[config.mk]
export PLATFORM = sky130hd
export DESIGN_NAME = instr_fetch_stage
export DESIGN_NICKNAME = d
export VERILOG_FILES = /design/src/rtl/fetch_pkg.sv /design/src/rtl/fetch_fifo.sv /design/src/rtl/instr_fetch_stage.sv
export SDC_FILE = /design/constraint.sdc
export NUM_CORES = 1
export LEC_CHECK = 0
export ABC_AREA = 1
export BUFFER_PORTS_ARGS = -buffer_cell sky130_fd_sc_hd__clkbuf_2
export CAP_MARGIN = 30
export CELL_PAD_IN_SITES_DETAIL_PLACEMENT = 0
export CELL_PAD_IN_SITES_GLOBAL_PLACEMENT = 1
export CORE_ASPECT_RATIO = 0.7
export CORE_MARGIN = 2
export CORE_UTILIZATION = 40
export DETAILED_ROUTE_END_ITERATION = 8
export GPL_TIMING_DRIVEN = 0
export PLACE_DENSITY = 0.9
export SETUP_SLACK_MARGIN = 0.15
export SLEW_MARGIN = 25
export SYNTH_ARGS = -nofsm -noshare
export SYNTH_HDL_FRONTEND = slang
export SYNTH_HIERARCHICAL = 1
export SYNTH_SLANG_ARGS = --single-unit
[constraint.sdc]
create_clock -name clk -period 6.11 [get_ports clk]
set_clock_uncertainty 0.2 [all_clocks]
set_input_delay 0.611 -clock clk [delete_from_list [all_inputs] [get_ports clk]]
set_output_delay 0.611 -clock clk [all_outputs]
set_load 0.01 [all_outputs]
[src/rtl/fetch_pkg.sv]
// Shared constants and FSM state type for the instruction fetch stage.
package fetch_pkg;
  localparam int OPCODE_W   = 6;
  localparam int OPCODE_MSB = 31;
  localparam int OPCODE_LSB = 26;
  localparam int INSTR_W    = 32;
  localparam int PC_STEP    = 4;

  typedef enum logic [2:0] {
    IDLE,
    REQ,
    WAIT,
    DROP,
    HALT
  } fetch_state_t;
endpackage

[src/rtl/fetch_fifo.sv]
// Two-entry FIFO with flush; head is a registered slot, push-to-visible latency 1 cycle.
// A push into a full FIFO is accepted only alongside a pop; flush beats push and pop.
module fetch_fifo #(
  parameter int WIDTH = 64
) (
  input  logic             clk,
  input  logic             rst_n,
  input  logic             push,
  input  logic [WIDTH-1:0] push_data,
  input  logic             pop,
  input  logic             flush,
  output logic [1:0]       count,
  output logic [WIDTH-1:0] head_data
);
  logic [WIDTH-1:0] mem [2];
  logic             rd_ptr;
  logic             wr_ptr;
  logic             do_push;
  logic             do_pop;

  assign do_pop    = pop && (count != 2'd0);
  assign do_push   = push && ((count != 2'd2) || do_pop);
  assign head_data = mem[rd_ptr];

  always_ff @(posedge clk) begin
    if (!rst_n) begin
      mem[0] <= '0;
      mem[1] <= '0;
      rd_ptr <= 1'b0;
      wr_ptr <= 1'b0;
      count  <= 2'd0;
    end else if (flush) begin
      rd_ptr <= 1'b0;
      wr_ptr <= 1'b0;
      count  <= 2'd0;
    end else begin
      if (do_push) begin
        mem[wr_ptr] <= push_data;
        wr_ptr      <= ~wr_ptr;
      end
      if (do_pop) begin
        rd_ptr <= ~rd_ptr;
      end
      count <= count + {1'b0, do_push} - {1'b0, do_pop};
    end
  end
endmodule

[src/rtl/instr_fetch_stage.sv]
// Fetch stage: one outstanding imem read, 2-entry buffer to the decoder, redirect flushes wrong path.
// Optional FETCH_ALIGN_CHECK_EN: misaligned redirect raises sticky fetch_fault and halts fetch.
import fetch_pkg::*;

module instr_fetch_stage #(
  parameter int                ADDR_W   = 32,
  parameter logic [ADDR_W-1:0] RESET_PC = '0
) (
  input  logic                clk,
  input  logic                rst_n,
  output logic                imem_req,
  output logic [ADDR_W-1:0]   imem_addr,
  input  logic                imem_gnt,
  input  logic                imem_rvalid,
  input  logic [INSTR_W-1:0]  imem_rdata,
  input  logic                redirect_valid,
  input  logic [ADDR_W-1:0]   redirect_pc,
  output logic                instr_valid,
  input  logic                instr_ready,
  output logic [INSTR_W-1:0]  instr,
  output logic [ADDR_W-1:0]   instr_pc,
  output logic [OPCODE_W-1:0] opcode,
  output logic [ADDR_W-1:0]   pc_plus4,
  output logic                fetch_fault
);
  localparam logic [ADDR_W-1:0] STEP = ADDR_W'(PC_STEP);

  fetch_state_t                state;
  logic [ADDR_W-1:0]           pc;
  logic [ADDR_W-1:0]           req_pc;
  logic [ADDR_W-1:0]           redir_tgt;
  logic                        gnt_ok;
  logic                        push;
  logic                        pop;
  logic                        misalign;
  logic [1:0]                  count;
  logic [INSTR_W+ADDR_W-1:0]   head;

  assign pop       = instr_valid && instr_ready;
  // Space is checked at issue time so the eventual response always has a slot.
  assign imem_req  = (state == REQ) && ((count != 2'd2) || pop);
  assign imem_addr = pc;
  assign gnt_ok    = imem_req && imem_gnt;
  assign redir_tgt = redirect_pc & ~ADDR_W'(3);
  assign push      = (state == WAIT) && imem_rvalid && !redirect_valid;

`ifdef FETCH_ALIGN_CHECK_EN
  logic fault_q;
  assign misalign    = (redirect_pc[1:0] != 2'b00);
  assign fetch_fault = fault_q;

  always_ff @(posedge clk) begin
    if (!rst_n) begin
      fault_q <= 1'b0;
    end else if (redirect_valid && misalign && (state != HALT)) begin
      fault_q <= 1'b1;
    end
  end
`else
  assign misalign    = 1'b0;
  assign fetch_fault = 1'b0;
`endif

  always_ff @(posedge clk) begin
    if (!rst_n) begin
      state  <= IDLE;
      pc     <= RESET_PC;
      req_pc <= '0;
    end else if (redirect_valid && (state != HALT)) begin
      if (misalign) begin
        state <= HALT;
      end else begin
        pc <= redir_tgt;
        // A granted or still-pending read belongs to the old path and must be drained.
        case (state)
          REQ:     state <= gnt_ok ? DROP : REQ;
          WAIT:    state <= imem_rvalid ? REQ : DROP;
          DROP:    state <= DROP;
          default: state <= REQ;
        endcase
      end
    end else begin
      case (state)
        IDLE: state <= REQ;
        REQ: begin
          if (gnt_ok) begin
            pc     <= pc + STEP;
            req_pc <= pc;
            state  <= WAIT;
          end
        end
        WAIT:    if (imem_rvalid) state <= REQ;
        DROP:    if (imem_rvalid) state <= REQ;
        HALT:    state <= HALT;
        default: state <= IDLE;
      endcase
    end
  end

  fetch_fifo #(
    .WIDTH(INSTR_W + ADDR_W)
  ) u_fifo (
    .clk       (clk),
    .rst_n     (rst_n),
    .push      (push),
    .push_data ({imem_rdata, req_pc}),
    .pop       (pop),
    .flush     (redirect_valid),
    .count     (count),
    .head_data (head)
  );

  assign instr_valid = (count != 2'd0);
  assign instr       = head[INSTR_W+ADDR_W-1:ADDR_W];
  assign instr_pc    = head[ADDR_W-1:0];
  assign opcode      = instr[OPCODE_MSB:OPCODE_LSB];
  assign pc_plus4    = instr_pc + STEP;
endmodule

==> results_dict.tcl, run 1 <==
set metrics [dict create \
    synth_top_area_share_pct 37.6 \
    routed_wl_mm 27.9 \
    placementRows 48 \
    seq_area_frac_synth_pct 51.0 \
    rsz0062_at_grt "no" \
    fin_hold_ws_ns 0.240 \
    hpwlAfterDp_mm 21.2 \
    power_density_mw_per_mm2 241 \
    crit_path_max_incr_delay_ns 0.77 \
    synthAdderAreaFrac_pct 0.490 \
    outcome "completed" \
    reg2reg_to "u_fifo/mem[0][27]" \
    antenna_left 0 \
    yosys.area.top_type "edfxtp_1" \
    initial_core_util_pct 41.1 \
    vias 8428 \
    die_area_mm2 0.0268 \
    insertion_delay_ns 0.44 \
    holdCritStartpoint "redirect_pc[15]" \
    io_buffer_count 201 \
    ys_top_cells_by_count "nor2_1 (198), nand2_1 (181), inv_1 (136), edfxtp_1 (128), dfxtp_1 (68)" \
    via_per_inst 4.97 \
    setup_tns_ns 0 \
    hold_viol_final 0 \
    reg2reg_depth 7 \
    area_delta_synth_final_pct 20.6 \
    power_mw 2.96 \
    synth-simple-area-share_pct 24.7 \
    first_global_vias 7777 \
    cts_resized 0 \
    die_y_um 138 \
    clkTransAtPathRegs_ns 0.07 \
    grt_use_total_pct 21.2 \
    report.final.setup_viol 0 \
    gp_congestion 0.949 \
    synth_area_leaders "edfxtp_1 (38%), dfxtp_1 (13%), nor2_1 (7.3%)" \
    crit_arrival_ns 3.05 \
    min_path_cells 3 \
    synth_compound_area_share_pct 5.32 \
    drt_iter0_drc 680 \
    route.detailed.drc 0 \
    relSlewSlack_pct 44.6 \
    postSynthCellCount 1133 \
    io_pins 207 \
    grt_pass1_wl_mm 43.2 \
    r2r-start "state[1]" \
    critical_path_buf_inv_count 3 \
    p_leak_nw 5.15 \
    nFillCells 2331 \
    crit_top_cell "nand2_1" \
    drt-pass1-iter-count 7 \
    crit_type "reg2out" \
    cts_setup_buffers 0 \
    numClockSinks 196 \
    n_antenna_cell 0 \
    avgSynthCellArea_um2 9.01 \
    antenna_found_initial 0 \
    finalMaxSlewViolations 0 \
    cts_root_buf "clkbuf_16" \
    synth_cell_types 41 \
    start_kind "flop" \
    cts_made_buffers 17 \
    yosys_register_bits 196 \
    die_width_um 195 \
    drv_cap 0 \
    crit_chain "buf_2 > buf_2 > mux2_2 > nand3_1 > nor4_1 > nand2_1 > nand2_1 > nand2_1 > clkbuf_2" \
    hold_buffers 0 \
    timing.final.crit_share_pct 63.1 \
    grt_overflow 0 \
    drive_gt1_share_pct 31.9 \
    clockBufferDepth 2 \
    path_delay_family "simple AND/OR/NAND/NOR gates" \
    synth-edff-count 128 \
    cpMaxStageDelayCell "nor4_1" \
    htree_levels 4 \
    fin_nets 1433 \
    netlist_area_mm2 0.0102 \
    place_ws_ns 2.68 \
    core-area_mm2 0.0249 \
    vdd_drop_max_v 0.000193 \
    tightest_slew_ns 0.824 \
    holdPathEnd "imem_addr[15]" \
    cts_tree "built" \
    synthMuxAreaShare_pct 7.06 \
    ys.flop_type "edfxtp_1" \
    crit_path_end_kind "output port" \
    worstPathRequired_ns 5.30 \
    r2r_slack_ns 3.47 \
    hp-class "in2reg" \
    yosysMostFrequentCell "nor2_1" \
    grt_max_degree 50 \
    yosys_warnings 6 \
    crit_fanout 10 \
    synth_top_family_by_area "simple AND/OR/NAND/NOR gates" \
    routedWlPerCell_um 16.5 \
    clock.fmax_ghz 0.259 \
    fin_ws_ns 2.25 \
    synth_xor_area_share_pct 2.40 \
    postSynth.asyncResetShare_pct 0 \
    finalCriticalPeriod_ns 3.86 \
]
-- registers in the layout, indices dropped and copies added, names as in the netlist, named ones only --
name / flops
req_pc: 30
imem_addr: 30
u_fifo/mem: 128
u_fifo/count: 2
u_fifo/wr_ptr: 1
u_fifo/rd_ptr: 1
state: 3
-- worst reg2reg max path, cell delays in order, from the launching register on --
cell and delay, ns:
dfxtp_1 0.42, nand2_1 0.09, nor4_1 0.39, nand3_1 0.23, buf_4 0.25, buf_6 0.17, nand2_4 0.24, buf_16 0.30
-- cell usage in the layout, fill, tap and decap left out, types with 6 or more instances in the layout --
cell type and count:
nor2_2 54, o21ai_0 41, buf_2 18, buf_4 13, clkbuf_2 201, xnor2_1 9
dfxtp_1 68, mux2_2 64, nor3_1 14, nor2_1 198, nand3_1 53, buf_6 15
clkbuf_16 17, nand4_1 15, nor2_4 12, a21oi_2 7, nand2_1 179, inv_1 136
a31oi_1 8, clkbuf_1 6, xor2_1 19, a21oi_1 33, edfxtp_1 128
-- per-layer routing --
metal | vias up | global-route usage, % | part of all wire [%]
met2 | 359 | 31.0 | 41
li1 | 4136 | - | -
met4 | 0 | 4.20 | 0.93
met5 | - | 0 | 0
met1 | 3912 | 31.9 | 50
met3 | 21 | 4.87 | 8.3
-- worst max-delay path by stage --
stage	endpoint	slack, ns	cells after the start	from
3_5_place_dp	pc_plus4[31]	2.68	9	flop
5_1_grt	pc_plus4[18]	2.05	14	flop
6_report	pc_plus4[31]	2.25	9	flop
4_1_cts	pc_plus4[31]	2.18	9	flop
3_3_place_gp	u_fifo/mem[0][50]	1.27	6	redirect_valid
2_1_floorplan	u_fifo/mem[0][0]	2.63	6	imem_rvalid
-- cell type report --
type	instances	area [um2]	share of cell area, %
Buffer	53	383	3.11
Multi-Input combinational cell	746	4110	33.4
Timing Repair Buffer	203	1060	8.62
Inverter	142	543	4.41
Tap cell	325	407	3.30
Sequential cell	196	5200	42.3
Clock inverter	15	181	1.47
Clock buffer	17	425	3.45
-- per-stage QoR --
stage	std cells	area, um2	util [%]
3_5_place_dp	1665	11700	47.1
2_1_floorplan	1137	10200	-
3_3_place_gp	1663	11600	46.8
5_1_grt	1697	12300	49.5
6_report	1697	12300	49.5
4_1_cts	1697	12300	49.5
-- power breakdown --
part / leakage [nW] / switching [mW] / internal, mW
logic: 2.98 / 0.202 / 0.114
clock network: 0.292 / 0.550 / 0.589
registers: 1.88 / 0.0445 / 1.46
total: 5.15 / 0.797 / 2.17
-- kinds of logic after synthesis --
| group | count (synthesis) |
|---|---|
| xor gates and xnor gates | 28 |
| other | 1 |
| muxes | 64 |
| DFF | 196 |
| adders and majority gates | 4 |
| AOI/OAI and AO/OA | 98 |
| buffers and inverters | 195 |
| and+or+nand+nor | 547 |
Power figures use the tool's default switching activity.
==> run 2, diff against run 1 <==
==> constraint.sdc (replaced) <==
create_clock -name clk -period 3.95 [get_ports clk]
set_clock_uncertainty 0.2 [all_clocks]
set_input_delay 0.395 -clock clk [delete_from_list [all_inputs] [get_ports clk]]
set_output_delay 0.395 -clock clk [all_outputs]
set_load 0.01 [all_outputs]
==> run 2 against run 1 <==
Combinational power is 55% higher. Clock-buffer cell count stayed put. Wire length hardly changed. Largest power group unchanged. Highest routed layer unchanged.
==> results_dict.tcl, run 2 (same netlist as run 1, synthesis figures left out) <==
set metrics [dict create \
    holdPathEnd "imem_addr[15]" \
    numClockSinks 196 \
    outcome "completed" \
    n_antenna_cell 0 \
    crit_arrival_ns 3.02 \
    p_clk_share_pct 38.4 \
    worstPathRequired_ns 3.36 \
    p_leak_nw 5.15 \
    start_kind "flop" \
    nFillCells 2327 \
    p_sw_mw 1.23 \
    finalMaxSlewViolations 0 \
    fin_nets 1433 \
    grt_pass1_wl_mm 43.2 \
    routedWlPerCell_um 16.5 \
    gp_congestion 0.949 \
    hpwlAfterDp_mm 21.2 \
    crit_fanout 10 \
    routed_wl_mm 27.9 \
    p_sw_share_pct 26.9 \
    grt_use_total_pct 21.2 \
    route.detailed.drc 0 \
    cts_made_buffers 17 \
    reg2reg_depth 7 \
    power_mw 4.58 \
    timing.final.crit_share_pct 91.6 \
    relSlewSlack_pct 44.9 \
    io_pins 207 \
    hp-class "in2reg" \
    final_common_cell "clkbuf_2" \
    crit_type "reg2out" \
    drive_gt1_share_pct 31.9 \
    r2r_slack_ns 1.31 \
    antenna_left 0 \
    p_int_mw 3.35 \
    drt_iter0_drc 668 \
    layout_common_cells "clkbuf_2 (201), nor2_1 (197), nand2_1 (179), inv_1 (136), edfxtp_1 (128)" \
    clock.fmax_ghz 0.276 \
    grt_max_degree 50 \
    cts_root_buf "clkbuf_16" \
    core-area_mm2 0.0249 \
    crit_path_end_kind "output port" \
    place_ws_ns 0.732 \
    rsz0062_at_grt "yes" \
    fin_ws_ns 0.332 \
    holdCritStartpoint "redirect_pc[15]" \
    via_per_inst 4.96 \
    first_global_vias 7777 \
    min_path_cells 3 \
    combPwrFrac_pct 10.7 \
    htree_levels 4 \
    largest_reg_flops 128 \
    regMostFlops "u_fifo/mem" \
    grt_overflow 0 \
    tightest_slew_ns 0.819 \
    reg2reg_to "u_fifo/mem[0][27]" \
    clkTransAtPathRegs_ns 0.07 \
    die_y_um 138 \
    insertion_delay_ns 0.44 \
    finalCriticalPeriod_ns 3.62 \
    r2r-start "state[1]" \
    fin_hold_ws_ns 0.0235 \
    clockBufferDepth 2 \
    io_buffer_count 201 \
    power_density_mw_per_mm2 372 \
    placementRows 48 \
    cts_tree "built" \
    vdd_drop_max_v 0.000298 \
    die_area_mm2 0.0268 \
    report.final.setup_viol 0 \
    die_width_um 195 \
    drv_cap 0 \
    drt-pass1-iter-count 6 \
    hold_viol_final 0 \
    vias 8417 \
    area_delta_synth_final_pct 20.7 \
    p_seq_share_pct 50.9 \
    antenna_found_initial 0 \
    initial_core_util_pct 41.1 \
]
run 2: timing repair:
item | 4_1_cts | 5_1_grt
gates resized for setup | 0 | 2
setup endpoints to repair | 0 | 3
hold buffers | 0 | 0
buffers inserted | 0 | 0
run 2: worst max path at each step:
stage | startpoint | to | cells after the start
floorplan | imem_rvalid | u_fifo/mem[0][0] | 6
global placement | redirect_valid | u_fifo/mem[0][50] | 6
detailed placement | flop | pc_plus4[31] | 9
CTS | flop | pc_plus4[31] | 9
global route | flop | pc_plus4[27] | 10
finish | flop | pc_plus4[27] | 10
run 2: stage by stage:
stage	setup TNS, ns	cell area [um2]	utilization (%)	cells
4_1_cts	0	12300	49.5	1697
6_report	0	12300	49.6	1697
2_1_floorplan	0	10200	-	1137
3_3_place_gp	-78.12	11600	46.8	1663
3_5_place_dp	0	11700	47.1	1665
5_1_grt	0	12300	49.6	1697
run 2: cell type report:
class / count / area, um2 / share of cell area [%]
Sequential cell: 196 / 5200 / 42.2
Clock inverter: 15 / 181 / 1.47
Multi-Input combinational cell: 746 / 4110 / 33.4
Inverter: 142 / 543 / 4.41
Clock buffer: 17 / 425 / 3.45
Timing Repair Buffer: 203 / 1060 / 8.61
Tap cell: 325 / 407 / 3.30
Buffer: 53 / 385 / 3.13
run 2: power groups by stage:
stage | Combinational (mW) | Sequential (mW) | Clock (mW)
3_5_place_dp | 0.486 | 2.38 | 0
3_3_place_gp | 0.474 | 2.38 | 0
4_1_cts | 0.490 | 2.33 | 1.79
5_1_grt | 0.537 | 2.34 | 1.87
6_report | 0.490 | 2.33 | 1.76
2_1_floorplan | 0.284 | 2.36 | 0
run 2: layer usage:
layer	vias up	track usage (%)	part of all wire [%]
li1	4139	-	-
met1	3907	31.9	50
met2	356	31.0	41
met3	15	4.87	8.3
met4	0	4.20	0.78
met5	-	0	0
run 2: worst max-delay path: stages, from the launching register on:
cell      delay, ns
dfxtp_1        0.30
buf_2          0.25
buf_2          0.31
mux2_2         0.31
inv_1          0.10
nor3_1         0.31
nand4_2        0.27
nor2_1         0.26
nand2_1        0.12
xnor2_1        0.18
clkbuf_2       0.16
==> run 3, diff against run 2 <==
--- a/config.mk
+++ b/config.mk
@@ -6,7 +6,6 @@
 export NUM_CORES = 1
 export LEC_CHECK = 0
 export ABC_AREA = 1
-export BUFFER_PORTS_ARGS = -buffer_cell sky130_fd_sc_hd__clkbuf_2
 export CAP_MARGIN = 30
 export CELL_PAD_IN_SITES_DETAIL_PLACEMENT = 0
 export CELL_PAD_IN_SITES_GLOBAL_PLACEMENT = 1
@@ -14,8 +13,9 @@
 export CORE_MARGIN = 2
 export CORE_UTILIZATION = 40
 export DETAILED_ROUTE_END_ITERATION = 8
+export DONT_BUFFER_PORTS = 1
 export GPL_TIMING_DRIVEN = 0
-export PLACE_DENSITY = 0.9
+export PLACE_DENSITY = 0.7
 export SETUP_SLACK_MARGIN = 0.15
 export SLEW_MARGIN = 25
 export SYNTH_ARGS = -nofsm -noshare
==> run 3 against run 2 <==
Fmax rose by 2.5%. Design area is 4.2% lower. Non-clock buffer count fell by 152. Wire length shrank 1.5%. Core utilization is 2.1 points lower. Combinational power decreased by 13%. Die area unchanged.
==> results_dict.tcl, run 3 (same netlist as run 1, synthesis figures left out) <==
set metrics [dict create \
    regArea_mm2 0.00520 \
    largest_reg_flops 128 \
    r2r-start "state[1]" \
    multi_input_area_mm2 0.00411 \
    hold_viol_final 0 \
    worstPathRequired_ns 3.36 \
    cts_made_buffers 17 \
    initial_core_util_pct 41.1 \
    start_kind "flop" \
    rsz0062_at_grt "no" \
    routed_wl_mm 27.5 \
    die_width_um 195 \
    drive_gt1_share_pct 19.3 \
    topRoutingLayerUsed "met4" \
    wl_met1_mm 13.7 \
    die_area_mm2 0.0268 \
    cp-endpoint "pc_plus4[18]" \
    dp_cells 1464 \
    drv_cap 0 \
    final_cells 1545 \
    wl_met3_mm 2.20 \
    p_sw_share_pct 27.5 \
    cts_root_buf "clkbuf_16" \
    finalCriticalPeriod_ns 3.53 \
    regMostFlops "u_fifo/mem" \
    cts_tree "built" \
    setup_tns_ns 0 \
    p_leak_nw 4.50 \
    fin_hold_ws_ns 0.0209 \
    vdd_drop_max_v 0.000313 \
    fin_nets 1281 \
    crit_type "reg2out" \
    reg2reg_depth 7 \
    htree_levels 4 \
    via_per_inst 5.01 \
    place_ws_ns 0.792 \
    hpwlAfterDp_mm 20.5 \
    vias 7736 \
    routedWlPerCell_um 17.8 \
    p_sw_mw 1.24 \
    core-area_mm2 0.0249 \
    hp-class "in2reg" \
    antenna_left 0 \
    r2r_slack_ns 1.15 \
    area_delta_synth_final_pct 15.5 \
    drt-pass1-iter-count 5 \
    fin_ws_ns 0.422 \
    crit_arrival_ns 2.93 \
    crit_fanout 10 \
    gp_congestion 0.895 \
    antenna_found_initial 0 \
    p_int_mw 3.27 \
    outcome "completed" \
    report.final.setup_viol 0 \
    crit_path_end_kind "output port" \
    timing.final.crit_share_pct 89.3 \
    final_common_cell "nor2_1" \
    grt_overflow 0 \
    clockBufferDepth 2 \
    utilization_pct 47.4 \
    tightest_slew_ns 0.700 \
    placementRows 48 \
    io_buffer_count 0 \
    io_pins 207 \
    die_y_um 138 \
    power_density_mw_per_mm2 383 \
    clkTransAtPathRegs_ns 0.07 \
    cts_setup_buffers 0 \
    wl_met2_mm 11.4 \
    grt_max_degree 50 \
    combPwrFrac_pct 9.4 \
    grt_use_total_pct 20.7 \
    n_antenna_cell 0 \
    nFillCells 2389 \
    reg2reg_to "u_fifo/mem[0][13]" \
    clock.fmax_ghz 0.283 \
    p_seq_share_pct 51.9 \
    drt_iter0_drc 523 \
    insertion_delay_ns 0.44 \
    layout_common_cells "nor2_1 (198), nand2_1 (179), inv_1 (136), edfxtp_1 (128), dfxtp_1 (68)" \
    finalMaxSlewViolations 0 \
    grt_pass1_wl_mm 42.0 \
    holdCritStartpoint "imem_rdata[1]" \
    first_global_vias 7306 \
    route.detailed.drc 0 \
    numClockSinks 196 \
    p_clk_share_pct 38.7 \
    relSlewSlack_pct 52.9 \
]
[run 3: cell count changes in the layout (fill, tap and decap cells not counted), sizes merged]
cell	previous run	this run
bufinv	1	0
dlygate4sd3	0	49
clkinvlp	2	0
inv	148	151
clkbuf	225	24
[run 3: worst min-delay path by stage]
stage | to | slack, ns | depth (start not counted)
after floorplan | flop | 0.27 | 2
final | u_fifo/mem[1][33] | 0.02 | 2
after global placement | req_pc[8] | 0.29 | 2
after detailed placement | u_fifo/rd_ptr | 0.30 | 2
after CTS | u_fifo/mem[1][53] | 0.0006 | 2
after global routing | u_fifo/mem[0][33] | 0.02 | 2
[run 3: final cells by class]
| type | instances | area share [%] |
|---|---|---|
| clock inverters | 15 | 1.50 |
| clock buffers | 17 | 3.61 |
| multi-input cells | 746 | 34.8 |
| flip-flops and latches | 196 | 44.1 |
| plain buffers | 53 | 3.27 |
| repair buffers | 51 | 4.62 |
| well taps | 325 | 3.45 |
| inverters | 142 | 4.60 |
[run 3: power by group through the flow]
stage               logic (mW)  clock network, mW  registers, mW
floorplan                0.284                  0           2.36
global placement         0.371                  0           2.39
detailed placement       0.381                  0           2.39
CTS                      0.423               1.78           2.34
global route             0.467               1.85           2.36
finish                   0.425               1.75           2.34
[run 3: through the flow]
step | instance area, um2 | total power [mW]
2_1_floorplan | 10200 | 2.65
3_3_place_gp | 10600 | 2.77
3_5_place_dp | 10700 | 2.77
4_1_cts | 11800 | 4.54
5_1_grt | 11800 | 4.67
6_report | 11800 | 4.51
[run 3: worst max-delay path: stages, from the launching register on]
cell	delay, ns
dfxtp_1	0.31
buf_2	0.25
clkbuf_4	0.29
mux2_2	0.29
ha_1	0.22
inv_1	0.11
nor2_4	0.15
nand2_2	0.10
nor2_4	0.15
nand2_2	0.08
nor2_1	0.09
nand2_1	0.10
nor2_2	0.10
xor2_1	0.26
[run 3: what timing repair did]
| action | CTS | global route |
|---|---|---|
| setup endpoints to repair | 0 | 1 |
| hold buffers | 48 | 1 |
| resized for setup | 0 | 1 |
| hold endpoints to repair | 69 | 1 |
[run 3: layer usage]
| layer | track usage (%) | vias up |
|---|---|---|
| li1 | - | 3841 |
| met1 | 30.5 | 3585 |
| met2 | 30.1 | 293 |
| met3 | 5.85 | 17 |
| met4 | 4.50 | 0 |
| met5 | 0 | - |
